===== config.mk =====
export PLATFORM = sky130hd
export DESIGN_NAME = x25519_freeze
export DESIGN_NICKNAME = d
export VERILOG_FILES = /design/src/rtl/x25519_freeze.sv
export SDC_FILE = /design/constraint.sdc
export NUM_CORES = 1
export LEC_CHECK = 0
export ABC_AREA = 0
export BUFFER_PORTS_ARGS = -buffer_cell sky130_fd_sc_hd__buf_2
export CAP_MARGIN = 20
export CORE_MARGIN = 5
export CORE_UTILIZATION = 55
export DETAILED_ROUTE_END_ITERATION = 8
export PLACE_DENSITY = 0.8
export SETUP_SLACK_MARGIN = 0.15
export SYNTH_ARGS = -nofsm -noshare
export SYNTH_HDL_FRONTEND = slang
export SYNTH_SLANG_ARGS = --single-unit

===== constraint.sdc =====
create_clock -name clk -period 3.3 [get_ports clk]
set_input_delay 0.33 -clock clk [delete_from_list [all_inputs] [get_ports clk]]
set_output_delay 0.33 -clock clk [all_outputs]
set_load 0.1 [all_outputs]

===== src/rtl/x25519_freeze.sv =====
// Canonicalising "freeze" stage for X25519: maps 0 <= A < 2p to A mod p with a pipelined carry chain.
// Optional range_err output enabled by defining X25519_FREEZE_RANGE_CHECK_EN.
module x25519_freeze #(
  parameter int STAGES = 2
) (
  input  logic         clk,
  input  logic         rst,
  input  logic         en,
  input  logic [263:0] a,
  output logic         out_valid,
  output logic [263:0] out
`ifdef X25519_FREEZE_RANGE_CHECK_EN
  ,
  output logic         range_err
`endif
);

  localparam int W = 264 / STAGES;
  // Adding 2^255 + 19 equals A - p + 2^256, so bit 256 of the sum flags A >= p.
  localparam logic [263:0] K = (264'd1 << 255) + 264'd19;

  if (!(STAGES == 1 || STAGES == 2 || STAGES == 4)) begin : g_bad_stages
    $error("x25519_freeze: STAGES must be 1, 2 or 4");
  end

  logic [263:0]      acc_in [STAGES];
  logic [263:0]      acc_d  [STAGES];
  logic [263:0]      acc_q  [STAGES];
  logic [255:0]      a_q    [STAGES];
  logic [STAGES-1:0] cin;
  logic [STAGES-1:0] cy_d;
  logic [STAGES-1:0] cy_q;
  logic [STAGES-1:0] vld_q;

  // Each stage replaces its chunk of the running word with the sum; higher chunks stay raw A.
  always_comb begin
    acc_in[0] = {8'b0, a[255:0]};
    cin[0]    = 1'b0;
    for (int unsigned k = 1; k < STAGES; k++) begin
      acc_in[k] = acc_q[k-1];
      cin[k]    = cy_q[k-1];
    end
    for (int unsigned k = 0; k < STAGES; k++) begin
      acc_d[k] = acc_in[k];
      {cy_d[k], acc_d[k][k*W +: W]} = (W+1)'(acc_in[k][k*W +: W]) + (W+1)'(K[k*W +: W])
                                      + (W+1)'(cin[k]);
    end
  end

  always_ff @(posedge clk) begin
    for (int unsigned k = 0; k < STAGES; k++) begin
      acc_q[k] <= acc_d[k];
      cy_q[k]  <= cy_d[k];
    end
    a_q[0] <= a[255:0];
    for (int unsigned k = 1; k < STAGES; k++) begin
      a_q[k] <= a_q[k-1];
    end
    if (rst) begin
      vld_q     <= '0;
      out_valid <= 1'b0;
      out       <= '0;
    end else begin
      vld_q[0] <= en;
      for (int unsigned k = 1; k < STAGES; k++) begin
        vld_q[k] <= vld_q[k-1];
      end
      out_valid <= vld_q[STAGES-1];
      if (vld_q[STAGES-1]) begin
        out <= acc_q[STAGES-1][256] ? {9'b0, acc_q[STAGES-1][254:0]}
                                    : {8'b0, a_q[STAGES-1]};
      end
    end
  end

`ifdef X25519_FREEZE_RANGE_CHECK_EN
  localparam logic [255:0] LIMIT = 256'hffffffff_ffffffff_ffffffff_ffffffff_ffffffff_ffffffff_ffffffff_ffffffda;

  logic              err_in;
  logic [STAGES-1:0] err_q;

  assign err_in = (a[263:256] != 8'd0) || (a[255:0] >= LIMIT);

  always_ff @(posedge clk) begin
    err_q[0] <= err_in;
    for (int unsigned k = 1; k < STAGES; k++) begin
      err_q[k] <= err_q[k-1];
    end
    if (rst) begin
      range_err <= 1'b0;
    end else if (vld_q[STAGES-1]) begin
      range_err <= err_q[STAGES-1];
    end
  end
`endif

  logic unused;
  assign unused = ^{a[263:256], cy_q[STAGES-1], acc_q[STAGES-1][263:257], acc_q[STAGES-1][255]};

endmodule

==> run summary <==
Min Clock Period, post-route -> 2.89 ns
Clock Tree Buf Depth -> 3
crit path cell chain -> dlygate4sd3_1 -> buf_2 -> inv_1 -> ha_1 -> and3b_1 -> o2111a_1 -> nand4_2 -> buf_4 -> or3_1 -> nor3_1
Worst Hold Slack -> 0.294 ns
fmax -> 346 MHz
reg2reg start -> a_q[0][132]
die width -> 266 um
wire length of the first global-routing pass -> 159 mm
CP required -> 3.83 ns
area of the multi-input gates -> 12000 um2
RSZ-0062 raised after global routing -> no
Worst Setup SP -> a[0]
CP max FO -> 14
final core occ -> 70.9%
largest net degree at the start of global routing -> 85
LEAKAGE -> 19.3 nW
power share of the combinational group -> 9.8%
Levels on crit path -> 10
Int Pwr -> 22.8 mW
most common flop cell mapped by yosys -> dfxtp_1
Netlist cell types -> 50
Crit-path slowest cell -> dlygate4sd3_1
FF/Latch Area -> 23200 um2
worst path arrival time -> 3.42 ns
Worst VDD drop -> 0.000612 V
Cell Area, Synth -> 35900 um2
I/O Buffers -> 515
Setup crit end kind -> register
H-tree depth -> 3
period utilization -> 87.6%
gr usage total -> 28.3%
Final Max Slew Viols -> 0
total wire length -> 104 mm
TritonCTS Buffers -> 106
clock-pin slew on the worst setup and hold paths -> 0.07 ns
row count -> 93
Final Wtd Congestion -> 0.911
Max Clock Skew -> 0.0431 ns
sequential area share after synthesis -> 64.6%
number of post-CTS setup repair buffers -> 0
switching pwr -> 7.88 mW
Tot Pwr -> 30.7 mW
Switching Share -> 25.7%
Post-synth EDFFs -> 0
number of global-route vias before repair -> 27600
cells after synthesis -> 3085
hold path cells -> 2
Setup Viol. Count Final -> 0
TritonRoute pass-1 iters -> 6
Layout area overhead -> 27.3%
antenna violations before repair -> 5
Buf/Inv on CP -> 4
Post-Route Setup TNS -> 0 ns
die area -> 70500 um2
power density cells -> 671 nW/um2
Ys Warns -> 0
CP peak stage delay -> 0.54 ns
Hold WC Path Type -> primary input to register
fraction of registers with async set/reset -> 0%
Starting DRT DRC Count -> 2301
Non-Filler Instances -> 4822
#FFs+latches synth -> 1160
HPWL Detailed -> 65.5 mm
routed vias/inst -> 5.59
startpoint types -> primary input
Setup CP Type -> primary input to register
reg2reg path depth -> 9
Worst-Skew Late Latency -> 0.67 ns
Total Nets Final -> 4141
Final Hold Fails -> 0
die span in y -> 266 um
antenna-violating nets left -> 0
placed cells -> 4361
I/O Pins -> 532
total of max-cap violations -> 0
Syn Area/Cell -> 11.6 um2
Sequential Power Share -> 49.4%
core area -> 64600 um2
WL per Instance -> 21.6 um
status -> complete, no violations
Slew @ Worst Pin -> 0.774 ns
Clk pwr share -> 40.8%
layout cell share with drive strength beyond 1 -> 20.3%
CTS sink count -> 1160
final-layout fill cell count -> 4064
DRC viols -> 0
starting density of the core -> 55.6%
CTS tree -> yes
Largest delay share family, worst path -> simple AND/OR/NAND/NOR gates
GR Overflow Total -> 0
Max-slew headroom -> 47.9%
post-CTS resize count -> 0
Vias -> 27000
hold_sp -> a[214]
root buffer cell -> clkbuf_16
[worst register-to-register path, stage by stage (launching register included)]
cell     delay [ns]
dfxtp_1        0.34
ha_1           0.22
ha_1           0.27
nand4_1        0.30
nor4_4         0.57
buf_4          0.23
nand4_1        0.10
buf_4          0.26
nor4_1         0.29
xor2_1         0.19
[state kept, by name, summed over array words and instances (netlist names)]
signal and flops:
a_q 512, acc_q 388, out 256, vld_q 2
cy_q 1, out_valid 1
[Yosys cell counts, types with 2 or more instances]
library cell     n  area, um2
nand2_1        109        409
or2_2            2       12.5
o21ai_0          3       15.0
nor4_2          26        325
and4_1           7       61.3
nand2b_1         2       12.5
nor2_1         341       1280
nand3_2          4       40.0
xnor2_1         71        622
and3_1          20        125
nor4b_1          5       43.8
nand3_1         97        485
buf_1           39        146
clkbuf_1        81        304
nor2b_1          5       31.3
mux2i_1        255       2550
nor3_1          88        440
ha_1             3       37.5
xor2_1         180       1580
nor4_1          95        594
nand4_4          3       63.8
and2_1           6       37.5
a21oi_1          2       10.0
buf_2           20        100
nand4_2         13        163
a211oi_1       255       1910
dfxtp_1       1160      23200
buf_4            9       67.6
nand3b_1         2       15.0
inv_1           41        154
nand4b_1         3       26.3
nor4_4           7        149
or3_1            6       37.5
nand4_1        109        682
[power by group through the flow]
stage / registers [mW] / logic, mW / clock network, mW
6_report: 15.2 / 3.01 / 12.5
5_1_grt: 15.2 / 3.14 / 13.2
4_1_cts: 15.1 / 2.95 / 12.5
3_5_place_dp: 15.4 / 2.68 / 0
3_3_place_gp: 15.4 / 2.66 / 0
2_1_floorplan: 16.5 / 0.829 / 0
[path summary, 6_finish.rpt]
path | to | slack, ns
worst max-delay path | cy_q[0] | 0.41
worst max register to register | acc_q[0][510] | 0.44
worst min-delay path | a_q[0][214] | 0.29
worst min register to register | a_q[0][261] | 0.32
[repair_timing]
action / in CTS / in global routing
hold endpoints to repair: 383 / 0
hold buffers: 257 / 0
endpoints found under the setup margin: 0 / 0
[cell type report]
| class | instances | area share [%] |
|---|---|---|
| clock buffers | 159 | 6.89 |
| repair buffers | 821 | 12.4 |
| clock inverters | 40 | 1.05 |
| multi-input cells | 1741 | 26.2 |
| inverters | 41 | 0.336 |
| diodes | 5 | 0.0273 |
| flip-flops and latches | 1160 | 50.8 |
| well taps | 855 | 2.34 |
[routing by layer]
| metal | wire [um] | GRT usage (%) |
|---|---|---|
| met5 | 0 | 0 |
| met4 | 5880 | 14.1 |
| met3 | 8040 | 5.61 |
| met2 | 51600 | 49.2 |
| met1 | 38700 | 33.5 |
[cell families after synthesis]
logic type      Yosys count  share of synthesized area (%)
compound gates          266                           5.63
xor+xnor                251                           6.12
fa+ha+maj                 3                          0.104
buf+inv                 191                           2.18
flops                  1160                           64.6
mux                     255                           7.10
other cells               1                         0.0104
simple gates            958                           14.2
[cells in the final DEF, fill, tap and decap left out, types with 6 or more instances in the layout]
| cell | n |
|---|---|
| and2_1 | 6 |
| nor2_1 | 341 |
| dfxtp_1 | 1158 |
| or3_1 | 6 |
| clkbuf_8 | 27 |
| and4_1 | 7 |
| nor3_1 | 88 |
| clkinv_2 | 19 |
| nand4_2 | 13 |
| inv_1 | 41 |
| clkbuf_1 | 25 |
| buf_4 | 36 |
| nor4_4 | 8 |
| nor4_1 | 95 |
| xor2_1 | 180 |
| nand2_1 | 109 |
| nand4_1 | 109 |
| nor4_2 | 25 |
| buf_12 | 13 |
| nand3_1 | 97 |
| bufinv_16 | 7 |
| mux2i_1 | 255 |
| dlygate4sd3_1 | 257 |
| a211oi_1 | 255 |
| conb_1 | 8 |
| clkbuf_16 | 108 |
| xnor2_1 | 71 |
| buf_2 | 514 |
| and3_1 | 20 |
[per-stage QoR]
step / instance area [um2] / setup WS [ns]
3_3_place_gp: 39500 / 0.466
4_1_cts: 45700 / 0.460
2_1_floorplan: 36000 / 1.23
5_1_grt: 45800 / 0.349
6_report: 45800 / 0.410
3_5_place_dp: 39500 / 0.470
(Power assumes the default switching activity.)
